<file path="src/rtl/booth_r8_decode.sv">
// Radix-8 Booth digit decoder: folds one group of s/d/t/q/n selects per cycle back into the operand.
// Optional legality checking (err output) is enabled with `define BOOTH_DEC_CHECK_EN.
module booth_r8_decode #(
    parameter int unsigned WIDTH  = 32,
    parameter int unsigned GROUPS = (WIDTH >> 2) + 3
) (
    input  logic              CLK,
    input  logic              RST,
    input  logic              in_valid,
    output logic              in_ready,
    input  logic [GROUPS-1:0] s,
    input  logic [GROUPS-1:0] d,
    input  logic [GROUPS-1:0] t,
    input  logic [GROUPS-1:0] q,
    input  logic [GROUPS-1:0] n,
    output logic              out_valid,
    input  logic              out_ready,
    output logic [WIDTH-1:0]  mx_dec,
    output logic              err
);

    localparam int unsigned AW = WIDTH + 4;
    localparam int unsigned IW = (GROUPS > 1) ? $clog2(GROUPS) : 1;
    localparam logic [IW-1:0] IDX_TOP = IW'(GROUPS - 1);

    typedef enum logic [1:0] {StIdle, StBusy, StDone} state_e;

    state_e                 state_q, state_d;
    logic signed [AW-1:0]   acc_q, acc_d;
    logic [IW-1:0]          idx_q, idx_d;
    logic [GROUPS-1:0]      s_q, d_q, t_q, q_q, n_q;
    logic                   capture;

    logic                   bit_s, bit_d, bit_t, bit_q, bit_n;
    logic [2:0]             mag;
    logic signed [AW-1:0]   mag_ext, digit, acc_fold;

`ifdef BOOTH_DEC_CHECK_EN
    logic multi;
    logic out_of_range;
    logic err_q, err_d;
`endif

    // Digit of the group currently addressed by idx_q, and the folded accumulator.
    always_comb begin
        bit_s = s_q[idx_q];
        bit_d = d_q[idx_q];
        bit_t = t_q[idx_q];
        bit_q = q_q[idx_q];
        bit_n = n_q[idx_q];
        mag   = 3'd0;
`ifdef BOOTH_DEC_CHECK_EN
        multi = (bit_s & bit_d) | (bit_s & bit_t) | (bit_s & bit_q) |
                (bit_d & bit_t) | (bit_d & bit_q) | (bit_t & bit_q);
        // Illegal multi-select groups contribute nothing; the error flag records them.
        if (!multi) begin
            mag = {bit_q, bit_d | bit_t, bit_s | bit_t};
        end
`else
        if (bit_q) begin
            mag = 3'd4;
        end else if (bit_t) begin
            mag = 3'd3;
        end else if (bit_d) begin
            mag = 3'd2;
        end else if (bit_s) begin
            mag = 3'd1;
        end
`endif
        mag_ext  = {{(AW-3){1'b0}}, mag};
        digit    = bit_n ? -mag_ext : mag_ext;
        acc_fold = (acc_q <<< 3) + digit;
`ifdef BOOTH_DEC_CHECK_EN
        // Negative or >= 2^WIDTH both show up as nonzero bits above the operand width.
        out_of_range = |acc_fold[AW-1:WIDTH];
`endif
    end

    always_comb begin
        state_d   = state_q;
        acc_d     = acc_q;
        idx_d     = idx_q;
        capture   = 1'b0;
        in_ready  = 1'b0;
        out_valid = 1'b0;
        mx_dec    = '0;
`ifdef BOOTH_DEC_CHECK_EN
        err_d     = err_q;
        err       = 1'b0;
`else
        err       = 1'b0;
`endif
        unique case (state_q)
            StIdle: begin
                in_ready = 1'b1;
                if (in_valid) begin
                    capture = 1'b1;
                    acc_d   = '0;
                    idx_d   = IDX_TOP;
`ifdef BOOTH_DEC_CHECK_EN
                    err_d   = 1'b0;
`endif
                    state_d = StBusy;
                end
            end
            StBusy: begin
                acc_d = acc_fold;
`ifdef BOOTH_DEC_CHECK_EN
                err_d = err_q | multi;
`endif
                if (idx_q == '0) begin
                    idx_d   = IDX_TOP;
                    state_d = StDone;
`ifdef BOOTH_DEC_CHECK_EN
                    err_d   = err_q | multi | out_of_range;
`endif
                end else begin
                    idx_d = idx_q - 1'b1;
                end
            end
            StDone: begin
                out_valid = 1'b1;
                mx_dec    = acc_q[WIDTH-1:0];
`ifdef BOOTH_DEC_CHECK_EN
                err       = err_q;
`endif
                if (out_ready) begin
                    state_d = StIdle;
                end
            end
            default: begin
                state_d = StIdle;
            end
        endcase
    end

    always_ff @(posedge CLK or negedge RST) begin
        if (!RST) begin
            state_q <= StIdle;
            acc_q   <= '0;
            idx_q   <= IDX_TOP;
            s_q     <= '0;
            d_q     <= '0;
            t_q     <= '0;
            q_q     <= '0;
            n_q     <= '0;
        end else begin
            state_q <= state_d;
            acc_q   <= acc_d;
            idx_q   <= idx_d;
            if (capture) begin
                s_q <= s;
                d_q <= d;
                t_q <= t;
                q_q <= q;
                n_q <= n;
            end
        end
    end

`ifdef BOOTH_DEC_CHECK_EN
    always_ff @(posedge CLK or negedge RST) begin
        if (!RST) begin
            err_q <= 1'b0;
        end else begin
            err_q <= err_d;
        end
    end
`endif

endmodule

</file>
<file path="config.mk">
export PLATFORM = sky130hd
export DESIGN_NAME = booth_r8_decode
export DESIGN_NICKNAME = d
export VERILOG_FILES = /design/src/rtl/booth_r8_decode.sv
export SDC_FILE = /design/constraint.sdc
export NUM_CORES = 1
export LEC_CHECK = 0
export BUFFER_PORTS_ARGS = -buffer_cell sky130_fd_sc_hd__buf_2
export CAP_MARGIN = 20
export CORE_MARGIN = 2
export CORE_UTILIZATION = 40
export CTS_CLUSTER_SIZE = 30
export DETAILED_ROUTE_END_ITERATION = 10
export HOLD_SLACK_MARGIN = 0.06
export SLEW_MARGIN = 20
export SYNTH_ARGS = -nofsm -noshare
export SYNTH_HDL_FRONTEND = slang
export SYNTH_SLANG_ARGS = --single-unit
</file>
<file path="constraint.sdc">
create_clock -name CLK -period 5.89 [get_ports CLK]
set_input_delay 0.8835 -clock CLK [delete_from_list [all_inputs] [get_ports CLK]]
set_output_delay 0.8835 -clock CLK [all_outputs]
set_load 0.1 [all_outputs]
</file>
# --- Word-level counts from Yosys, hierarchy flattened ---
# Cells that the tools add are included.
word_totals:
  memories: 0
  input_bits: 59
  latch_bits: 0
  regBits: 93
  mem_bits_ro: 0
  mem_bits_rw: 0
  elab_cells: 51
  output_inout_bits: 35
classes:
  addsub: 3
  order_cmp: 1
  n_eq_ne: 5
  n_div: 0
  reduce_logical: 5
  bitwise_logic: 0
  shifts: 0
  mux: 29
  mul: 0
op_table:
  columns: ["operator", "count"]
  rows:
  - ["$mux W32", 3]
  - ["$pmux W32 S2", 1]
  - ["$add A32 B32 Y32", 1]
  - ["$neg A3 Y32", 1]
  - ["$bmux W1 S4", 5]
  - ["$mux W1", 10]
  - ["$mux W2", 5]
  - ["$mux W4", 2]
  - ["$pmux W4 S2", 1]
  - ["$ne A2 B2 Y1 const B", 3]
  - ["$pmux W2 S3", 1]
  - ["$lt A4 B5 Y1 const B", 1]
  - ["$logic_not A4 Y1", 1]
  - ["$sub A4 B1 Y4 const B", 1]
  - ["$mux W3", 1]
  - ["$reduce_and A3 Y1", 1]
  - ["$eq A2 B1 Y1 const B", 1]
  - ["$eq A2 B2 Y1 const B", 1]
  - ["$logic_not A2 Y1", 1]
  - ["$reduce_and A2 Y1", 1]
  - ["$reduce_bool A2 Y1", 1]

# --- Depth between registers and ports, before layout ---
# Gate-level depths: netlist (run 1).
depth:
  depth_word: 10
  ltp_mapped: 30
  mapped_depth_nobuf: 24

# --- Worst setup path before layout (run 1) ---
# OpenSTA, ideal clock, no wires.
synth_path:
  path_type: "register to register"
  from: "register idx_q[1]"
  to: "register acc_q[29]"
  setup_time_ps: 124
  arrival_ps: 5693
  n_path_buf: 6
  path_slack_ps: 73
  stages_incl_launch_ff: 29
  synth_period_minus_slack_ps: 5817
  cell_sequence: "dfstp_2 > buf_6 > clkbuf_1 > clkbuf_1 > mux4_2 > nand2_1 > o21ai_0 > nor2b_1 > o21ai_0 > ha_1 > ha_1 > nor2_1 > and3_1 > buf_2 > nor2_4 > clkbuf_1 > buf_1 > xnor2_1 > ha_1 > a21oi_1 > nand3_1 > a21oi_1 > a21oi_1 > o32ai_1 > o21ai_1 > a211oi_1 > o41ai_1 > mux2i_1 > nand2_1"
synth_between:
  elab_chain_len: 10
  elab_cells_between_ends: 18
synth_lines:
  columns: ["item", "line_no", "rtl"]
  rows:
  - ["from (decl)", "30", "logic [IW-1:0] idx_q, idx_d;"]
  - ["from (signal assigned)", "150", "idx_q <= idx_d;"]
  - ["$bmux W1 S4", "46", "bit_s = s_q[idx_q];"]
  - ["$mux W1 (implied by the code)", "46", null]
  - ["$mux W1", "66", "end else if (bit_s) begin"]
  - ["$mux W2", "64", "end else if (bit_d) begin"]
  - ["$mux W2", "62", "end else if (bit_t) begin"]
  - ["$mux W3", "60", "if (bit_q) begin"]
  - ["$neg A3 Y32", "71", "digit = bit_n ? -mag_ext : mag_ext;"]
  - ["$mux W32 (*)", "71", null]
  - ["$add A32 B32 Y32 (*)", "72", "acc_fold = (acc_q <<< 3) + digit;"]
  - ["$pmux W32 S2 (*)", "93", "unique case (state_q)"]
  - ["to (signal assigned)", "140", "acc_q <= '0;"]
  - ["to (signal assigned)", "149", "acc_q <= acc_d;"]
  - ["to (decl)", "29", "logic signed [AW-1:0] acc_q, acc_d;"]
# Mark *: on every way between the ends. The rest lies on a longest branch, timed or not. The select of a mux whose other input is x is not followed.
# A chain may end at the register's enable or synchronous reset.

# --- Worst setup path in the final report (run 1) ---
layout_path:
  from: "register idx_q[1]"
  to: "register acc_q[30]"
# The elaborated chain is that of the path after synthesis.

==> summary.txt, run 1 <==
Logic synthesis
  • Ys flop type: dfrtp_1
  • Simple-gate portion of the synthesized area: 15.7%
  • Cell Area, Synth: 0.00672 mm²
  • Seq/Total Area, Yosys: 34.7%
  • Adder-cell share of the synthesized area: 4.28%
  • Post-synthesis xor/xnor area fraction: 4.56%
  • Syn_area_per_cell: 9.17 µm²
  • Synth top area share: 33.9%
  • Dominant cells by area after synthesis: dfrtp_1, mux2_2, nand2_1, xnor2_1, ha_1
  • Syn Inst Count: 733
  • Most frequent cell after synthesis: dfrtp_1
  • Top cells by count, synth: dfrtp_1, nand2_1, mux2_2
  • Largest family of logic cells by synthesized area: compound AO/OA/AOI/OAI gates
  • Asr flop ratio synth: 100%
  • EDFF count, synth: 0
  • Synth unique cells: 85
  • Post-synthesis mux area share: 14.3%
  • Count of state elements after synthesis: 93
  • Post-synth net total: 811
  • Yosys warnings: 0
  • Yosys top cell by area: dfrtp_1
  • Post-synthesis compound-gate area fraction: 21.1%

Clock network
  • CTS H-tree lvls: 3
  • Root buffer cell: clkbuf_16
  • Clock transition at path regs: 0.07 ns
  • CTS tree: done
  • Post-CTS Setup Bufs: 0
  • Cts bufs inserted: 9
  • Clk sink count: 93
  • Clock Latency Late Sink: 0.35 ns
  • Worst-case clock buffer depth: 2

Floorplanning
  • I/O pins: 94
  • Std cell rows: 47
  • Core area: 0.0165 mm²
  • Starting Density: 40.7%
  • Die X: 134 µm
  • Die area: 0.0179 mm²
  • Die Y: 134 µm

Timing
  • Unrepaired setup endpoints after global routing: no
  • Layout Skew: 0.00820 ns
  • Final Cycle Share: 91.3%
  • Endpoints failing hold: 0
  • Final setup fails: 0
  • Worst Tran Pin Value: 0.906 ns
  • Final min period: 5.38 ns
  • Max Fclk: 186 MHz
  • Rel. slew slack: 39.6%
  • Pins Over Slew Limit: 0
  • Post-route setup TNS: 0 ns

Global route
  • Largest net degree at the start of global routing: 72
  • Initial antenna violation count: 0
  • Vias in the first global route: 6002
  • Gr ovfl total: 0
  • Total track usage: 22.0%
  • Global-route wire length before repair: 31.5 mm

Drt
  • Initial drt markers: 484
  • WL/cell: 18.5 µm
  • Drt pass-1 iters: 5
  • Post-route ant nets: 0
  • Vias/cell: 5.80
  • Final wirelength: 18.7 mm
  • Vias: 5873
  • # DRC: 0

Placement
  • Placed wire-length estimate: 13.3 mm
  • Port bufs: 92
  • GPL Wtd Cong: 0.913

Final layout
  • N_diodes: 0
  • Nets@finish: 865
  • Layout cell share with drive strength beyond 1: 27.1%
  • Syn-to-layout area delta: 13.5%

Setup path
  • Reg2reg end: acc_q[30]
  • R2r worst-path depth: 17
  • Nature of the critical path startpoint: flip-flop
  • Critical setup path kind: flip-flop to flip-flop
  • Reg2reg setup slack: 0.51 ns
  • CP endpoint kind: flip-flop
  • WP data arrival: 5.63 ns
  • WP data required: 6.13 ns
  • Reg2Reg Launch Point: idx_q[1]
  • Crit-path max FO: 25

Flow run
  • # Max-Cap Violations: 0

Run status
  • Status: completed

Min path
  • Worst Hold Class: input pin to asynchronous set/reset pin
==> flip-flops by register name, summed over array words and instances (netlist names) <==
| register | cells |
|---|---|
| t_q | 11 |
| q_q | 11 |
| d_q | 11 |
| acc_q | 32 |
| idx_q | 4 |
| n_q | 11 |
| s_q | 11 |
| state_q | 2 |
==> critical path: stages (launching register included) <==
cell       delay [ns]
dfstp_4          0.80
mux2_4           0.34
a2bb2oi_2        0.20
nand3_1          0.10
a21boi_0         0.49
a21oi_1          0.18
buf_4            0.27
ha_1             0.27
a211oi_1         0.27
a2bb2oi_1        0.18
nor3_1           0.25
o221ai_2         0.15
a21oi_2          0.25
o2111ai_2        0.23
a311oi_4         0.36
a31oi_1          0.17
or4_1            0.48
a32o_1           0.27
==> worst max path at each step <==
| stage | start | end | cells after the start |
|---|---|---|---|
| floorplan | idx_q[1] | acc_q[29] | 28 |
| global placement | idx_q[0] | acc_q[27] | 21 |
| detailed placement | idx_q[0] | acc_q[27] | 21 |
| CTS | idx_q[0] | acc_q[27] | 21 |
| global route | idx_q[1] | acc_q[25] | 23 |
| finish | idx_q[1] | acc_q[30] | 17 |
==> layout make-up <==
type / instances / area (µm²)
Clock buffer: 10 / 229
Clock inverter: 6 / 68.8
Fill cell: 1629 / 8900
Inverter: 22 / 82.6
Multi-Input combinational cell: 553 / 4050
Sequential cell: 93 / 2330
Tap cell: 220 / 275
Timing Repair Buffer: 108 / 583
==> per-layer routing <==
metal  vias to the layer above  global-route usage (%)  part of all wire [%]
met3                        26                    4.07                   5.8
met4                         0                    6.56                   1.8
met1                      2873                    28.5                    43
met5                         -                       0                     0
met2                       207                    37.5                    49
li1                       2767                       -                     -
==> through the flow <==
step	hold slack (ns)	util, %	area [µm²]	std cells	setup slack [ns]
floorplan	0.441	-	6720	733	0.0731
global route	0.457	46.1	7630	1012	0.0109
detailed placement	0.463	44.3	7310	996	0.481
finish	0.428	46.1	7630	1012	0.510
CTS	0.439	46.1	7610	1012	0.439
global placement	0.462	44.3	7310	996	0.573
==> layout by cell type, fill, tap and decap left out, types with 9 or more instances in the layout <==
cell | netlist | layout
ha_1 | 19 | 19
nor3_1 | 9 | 9
o22ai_1 | 11 | 11
nand3_1 | 23 | 23
mux2i_1 | 13 | 13
buf_4 | 1 | 17
nand2_1 | 74 | 74
o21ai_0 | 40 | 40
xnor2_1 | 30 | 30
mux2_2 | 55 | 55
a31oi_1 | 13 | 13
a21oi_1 | 31 | 31
buf_2 | 8 | 91
dfrtp_1 | 91 | 90
o21ai_1 | 11 | 11
inv_1 | 21 | 21
clkbuf_16 | 0 | 9
and2_1 | 30 | 29
nor2_1 | 39 | 38
a211oi_1 | 10 | 10
==> kinds of logic (layout without fill, tap and decap cells) <==
family                     Yosys count  after routing
other                                1              1
and+or+nand+nor                    215            215
DFF                                 93             93
xor gates and xnor gates            35             35
buffers and inverters               87            146
AOI/OAI and AO/OA                  200            200
adders and majority gates           24             24
muxes                               78             78
==> repair_timing <==
action	CTS	global route
hold buffers	0	0
gates resized for setup	0	2
setup endpoints to repair	0	3
Power of run 1 is not shown: default switching activity piles up to over one toggle a cycle in this logic, so the estimate is an artifact.
==> run 2: changes to the inputs <==
- CORE_UTILIZATION: 40 -> 53
- PLACE_DENSITY: unset -> 0.78
==> run 2 against run 1 <==
  * Sequential share of layout area rose by 0.065 points
  * Sequential cell count did not move
  * Critical path depth rose by 5
  * Die area fell by 24%
  * Worst hold slack got worse by 0.064 ns
  * Non-clock buffer count rose by 1
  * Worst setup slack got worse by 0.092 ns
  * Clock skew rose by 0.0051 ns
  * Wire length rose by 2.0%
==> summary.txt, run 2 (synthesis gave the netlist of run 1 again) <==
Run status
  • Status: completed

Clock network
  • CTS tree: done
  • Root buffer cell: clkbuf_16
  • Clock Latency Late Sink: 0.37 ns (+0.02 ns)
  • Clock transition at path regs: 0.08 ns (about the same)
  • CTS H-tree lvls: 3 (unchanged)
  • Clk sink count: 93 (unchanged)
  • Worst-case clock buffer depth: 2 (unchanged)
  • Cts bufs inserted: 9 (unchanged)

Final layout
  • Sequential Area: 0.00233 mm² (unchanged)
  • Finished Core Util: 60.8% (+15 points)
  • Biggest register: acc_q
  • Nets@finish: 867 (+0.23%)
  • Layout cell share with drive strength beyond 1: 27.8% (+0.69 points)
  • Area of the multi-input gates: 0.00408 mm² (+0.62%)
  • Syn-to-layout area delta: 13.3%
  • Highest-count cells in the layout ignoring fill and taps: buf_2, dfrtp_1, nand2_1
  • Max reg flops: 32 (unchanged)
  • Fillcell total: 1099 (-33%)
  • Most common cell after layout, fill and taps aside: buf_2
  • N_diodes: 0 (unchanged)

Drt
  • Post-route ant nets: 0 (unchanged)
  • Final wirelength: 19.1 mm (+2.0%)
  • Drt pass-1 iters: 6 (+1)
  • WL/cell: 19.7 µm (+6.8%)
  • Initial drt markers: 497 (+2.7%)
  • Vias: 6064 (+3.3%)
  • # DRC: 0 (unchanged)
  • Vias/cell: 6.28 (+8.2%)

Timing
  • Worst Tran Pin Value: 1.07 ns (+0.166 ns)
  • Max Fclk: 183 MHz (-1.7%)
  • Final min period: 5.47 ns (+0.0917 ns)
  • Rel. slew slack: 28.4% (-11 points)
  • Post-route setup TNS: 0 ns (unchanged)
  • Pins Over Slew Limit: 0 (unchanged)
  • Final setup fails: 0 (unchanged)
  • Unrepaired setup endpoints after global routing: no
  • Endpoints failing hold: 0 (unchanged)
  • Layout Skew: 0.0133 ns (+0.00506 ns)
  • Final Cycle Share: 92.9% (+1.6 points)

Placement
  • GPL Wtd Cong: 0.933 (+2.1%)
  • Placed wire-length estimate: 13.1 mm (-1.9%)
  • Port bufs: 92 (unchanged)

Global route
  • Total track usage: 29.4% (+7.4 points)
  • Gr ovfl total: 0 (unchanged)
  • Vias in the first global route: 5989 (-0.22%)
  • Largest net degree at the start of global routing: 80 (+11%)
  • Initial antenna violation count: 0 (unchanged)
  • Global-route wire length before repair: 31.0 mm (-1.6%)

Floorplanning
  • Die area: 0.0136 mm² (-24%)
  • Die X: 117 µm (-13%)
  • Core area: 0.0125 mm² (-24%)
  • Starting Density: 53.7% (+13 points)
  • I/O pins: 94 (unchanged)
  • Std cell rows: 41 (-13%)
  • Die Y: 117 µm (-13%)

Setup path
  • Top delay family on crit path: compound AO/OA/AOI/OAI gates
  • Critical setup path kind: flip-flop to flip-flop
  • CP max-delay cell: dfstp_4
  • Nature of the critical path startpoint: flip-flop
  • Crit-path max FO: 20 (-20%)
  • WP data required: 6.14 ns (about the same)
  • Reg2reg setup slack: 0.42 ns (-0.09 ns)
  • Crit path buffers/inverters: 2 (+1)
  • Crit path largest cell delay: 0.77 ns (-0.03 ns)
  • CP endpoint kind: flip-flop
  • Worst path cell trace: buf_4, mux4_2, o21ai_0, o21ai_0, nor2b_1, o21ai_0, ha_1, ha_1, nor4b_4, a22o_4, nor2_4, xnor2_1, ha_1, a21oi_1, a31o_2, a221o_1, a31oi_1, a211oi_1, buf_4, a2111oi_2, mux2i_1, nand3_1
  • WP data arrival: 5.72 ns (+0.09 ns)

Flow run
  • # Max-Cap Violations: 0 (unchanged)

Min path
  • Worst Hold Class: input pin to asynchronous set/reset pin
[run 2: cell types whose count changed in the layout (fill, tap and decap cells not counted), sizes merged]
cell,before,now
inv,23,25
buf,108,109
clkbuf,10,9
a22o,6,7
bufinv,1,0
[run 2: per-stage QoR]
step | hold slack (ns) | worst slack, ns | cell area [µm²] | cells
after floorplan | 0.441 | 0.0731 | 6720 | 733
after global placement | 0.456 | 0.376 | 7260 | 949
after detailed placement | 0.494 | 0.247 | 7260 | 949
after CTS | 0.371 | 0.172 | 7570 | 965
after global routing | 0.381 | 0.0284 | 7610 | 966
final | 0.364 | 0.418 | 7610 | 966
[run 2: layer usage]
layer  global-route usage, %  vias to the layer above  share of wire [%]
met1                    36.9                     2943                 41
met5                       0                        -                  0
met3                    5.24                       68                7.0
met4                    12.8                        0                3.8
li1                        -                     2795                  -
met2                    49.9                      258                 48
[run 2: cell type report]
class / instances / area share (%)
clock buffers: 9 / 2.96
clock inverters: 7 / 1.10
inverters: 22 / 1.09
multi-input cells: 554 / 53.6
flip-flops and latches: 93 / 30.7
well taps: 172 / 2.83
repair buffers: 109 / 7.76
[run 2: final timing paths]
path	start	to	depth (start not counted)
min in group CLK	state_q[1]	state_q[0]	1
max in group asynchronous	RST	idx_q[0]	2
min	RST	acc_q[25]	1
min reg2reg	state_q[1]	state_q[0]	1
max reg2reg	idx_q[1]	acc_q[31]	22
max	idx_q[1]	acc_q[31]	22
[run 2: worst register-to-register path: cells and delay by family (launching register included)]
kind / cells / cell delay, ns
AOI/OAI and AO/OA: 10 / 2.14
DFF: 1 / 0.77
adders and majority gates: 3 / 0.70
and+or+nand+nor: 4 / 0.67
muxes: 2 / 0.54
buffers and inverters: 2 / 0.39
xor gates and xnor gates: 1 / 0.15
[run 2: timing repair]
| action | 4_1_cts | 5_1_grt |
|---|---|---|
| endpoints found under the setup margin | 0 | 6 |
| setup buffers | 0 | 0 |
| hold buffers | 0 | 0 |
| resized for setup | 0 | 6 |
Power of run 2 is left out for the same reason.
==> run 3: changes to the inputs <==
- CORE_UTILIZATION: 53 -> 55
- PLACE_DENSITY: 0.78 -> 0.77
- clock period: 5.89 -> 5.9 ns (I/O delays scaled with it)
==> run 3 against run 2 <==
  * First-iteration DRC count is 2.8% higher
  * Design area fell by 0.72%
  * Fmax rose by 0.32%
  * Worst setup slack gained 0.028 ns
  * Clock skew fell by 0.0038 ns
  * Sequential share of layout area is 0.17 points higher
  * Die area shrank 3.5%
  * Via count shrank 1.2%
==> summary.txt, run 3 (synthesis gave the netlist of run 1 again) <==
Timing
  • Post-route setup TNS: 0 ns (unchanged)
  • Pins Over Slew Limit: 0 (unchanged)
  • Layout Skew: 0.00951 ns (-0.00375 ns)
  • Max Fclk: 183 MHz (+0.32%)
  • Unrepaired setup endpoints after global routing: no
  • Rel. slew slack: 29.3% (+0.89 points)
  • Final Cycle Share: 92.5% (-0.45 points)
  • Worst Tran Pin Value: 1.06 ns (-0.0170 ns)
  • Endpoints failing hold: 0 (unchanged)
  • Final setup fails: 0 (unchanged)
  • Final min period: 5.45 ns (-0.0175 ns)

Clock network
  • Worst-case clock buffer depth: 2 (unchanged)
  • Clock transition at path regs: 0.07 ns (about the same)
  • Hold buffers post-CTS: 0 (unchanged)
  • Root buffer cell: clkbuf_16
  • PostCTS Resize Cnt: 0 (unchanged)
  • Clock Latency Late Sink: 0.36 ns (about the same)
  • CTS tree: done
  • Clk sink count: 93 (unchanged)
  • CTS H-tree lvls: 3 (unchanged)
  • Post-CTS Setup Bufs: 0 (unchanged)
  • Cts bufs inserted: 9 (unchanged)

Final layout
  • N_diodes: 0 (unchanged)
  • Most common cell after layout, fill and taps aside: buf_2
  • Biggest register: acc_q
  • Sequential Area: 0.00233 mm² (-0.16%)
  • Area of the multi-input gates: 0.00405 mm² (-0.61%)
  • Max reg flops: 32 (unchanged)
  • Layout cell share with drive strength beyond 1: 27.4% (-0.43 points)
  • Nets@finish: 865 (-0.23%)
  • Fillcell total: 1020 (-7.2%)
  • Syn-to-layout area delta: 12.4%
  • Highest-count cells in the layout ignoring fill and taps: buf_2, dfrtp_1, nand2_1

Drt
  • Met2 WL: 9.08 mm (-1.1%)
  • Final wirelength: 18.2 mm (-4.6%)
  • Detail Route met3 WL: 1.20 mm (-9.8%)
  • Initial drt markers: 511 (+2.8%)
  • Top layer used by detailed routing: met4
  • Metal-1 WL: 7.37 mm (-6.0%)
  • # DRC: 0 (unchanged)
  • Drt pass-1 iters: 5 (-1)
  • Post-route ant nets: 0 (unchanged)
  • Vias: 5990 (-1.2%)
  • Vias/cell: 6.38 (+1.6%)
  • WL/cell: 19.4 µm (-1.9%)

Setup path
  • Crit-path max FO: 25 (+25%)
  • CP endpoint kind: flip-flop
  • Nature of the critical path startpoint: flip-flop
  • WP data required: 6.14 ns (about the same)
  • Critical setup path kind: flip-flop to flip-flop
  • WP data arrival: 5.69 ns (-0.03 ns)

Global route
  • Vias in the first global route: 5876 (-1.9%)
  • Global-route wire length before repair: 29.8 mm (-3.8%)
  • Initial antenna violation count: 0 (unchanged)
  • Largest net degree at the start of global routing: 80 (unchanged)
  • Gr ovfl total: 0 (unchanged)
  • Total track usage: 28.9% (-0.44 points)

Floorplanning
  • I/O pins: 94 (unchanged)
  • Starting Density: 56.2% (+2.5 points)
  • Die Y: 115 µm (-1.8%)
  • Core area: 0.0120 mm² (-4.4%)
  • Die X: 115 µm (-1.8%)
  • Die area: 0.0131 mm² (-3.5%)
  • Std cell rows: 40 (-2.4%)

Placement
  • GPL Wtd Cong: 0.966 (+3.6%)
  • Placed wire-length estimate: 12.6 mm (-3.3%)
  • Port bufs: 92 (unchanged)

Min path
  • Worst Hold Class: input pin to asynchronous set/reset pin

Run status
  • Status: completed

Flow run
  • # Max-Cap Violations: 0 (unchanged)
==> run 3: worst max-delay path: stages, from the launching register on <==
cell and delay (ns):
dfstp_2 0.89, mux4_2 0.39, o21ai_0 0.22, o21ai_0 0.14
nor2b_1 0.16, o21ai_0 0.24, ha_1 0.20, ha_1 0.26
nor2b_1 0.13, a22o_4 0.28, nor2_4 0.12, xnor2_1 0.12
ha_1 0.18, a21oi_1 0.13, a31o_2 0.27, a221o_1 0.30
a31oi_1 0.30, a211oi_1 0.17, buf_4 0.19, a2111oi_2 0.27
mux2i_1 0.25, nand3_1 0.10
==> run 3: cell type report <==
class	count	share of cell area (%)
well taps	147	2.43
clock buffers	9	2.98
flip-flops and latches	93	30.9
multi-input cells	553	53.6
clock inverters	7	1.28
repair buffers	108	7.72
inverters	22	1.09
==> run 3: through the flow <==
stage | setup WS (ns) | std cells | utilization [%] | instance area, µm² | hold WS, ns
after global placement | 0.481 | 923 | 60.4 | 7220 | 0.456
after detailed placement | 0.273 | 923 | 60.4 | 7220 | 0.483
after global routing | 0.124 | 939 | 63.2 | 7550 | 0.383
after floorplan | 0.0831 | 733 | - | 6720 | 0.441
final | 0.445 | 939 | 63.2 | 7550 | 0.371
after CTS | 0.237 | 939 | 63.1 | 7540 | 0.374
==> run 3: routing by layer <==
layer  track usage [%]  up-vias
met1              36.4     2920
met2              49.8      239
li1                  -     2790
met4              12.0        0
met3              4.13       41
met5                 0        -
==> run 3: path summary, 6_finish.rpt <==
path | slack [ns] | cells past startpoint | from | to
worst max-delay path | 0.45 | 21 | idx_q[1] | acc_q[31]
worst min-delay path | 0.37 | 1 | RST | acc_q[31]
worst max register to register | 0.45 | 21 | idx_q[1] | acc_q[31]
worst min register to register | 0.50 | 1 | state_q[1] | state_q[0]
max in group asynchronous | 4.22 | 2 | RST | idx_q[0]
min in group CLK | 0.50 | 1 | state_q[1] | state_q[0]
Power of run 3 is left out for the same reason.
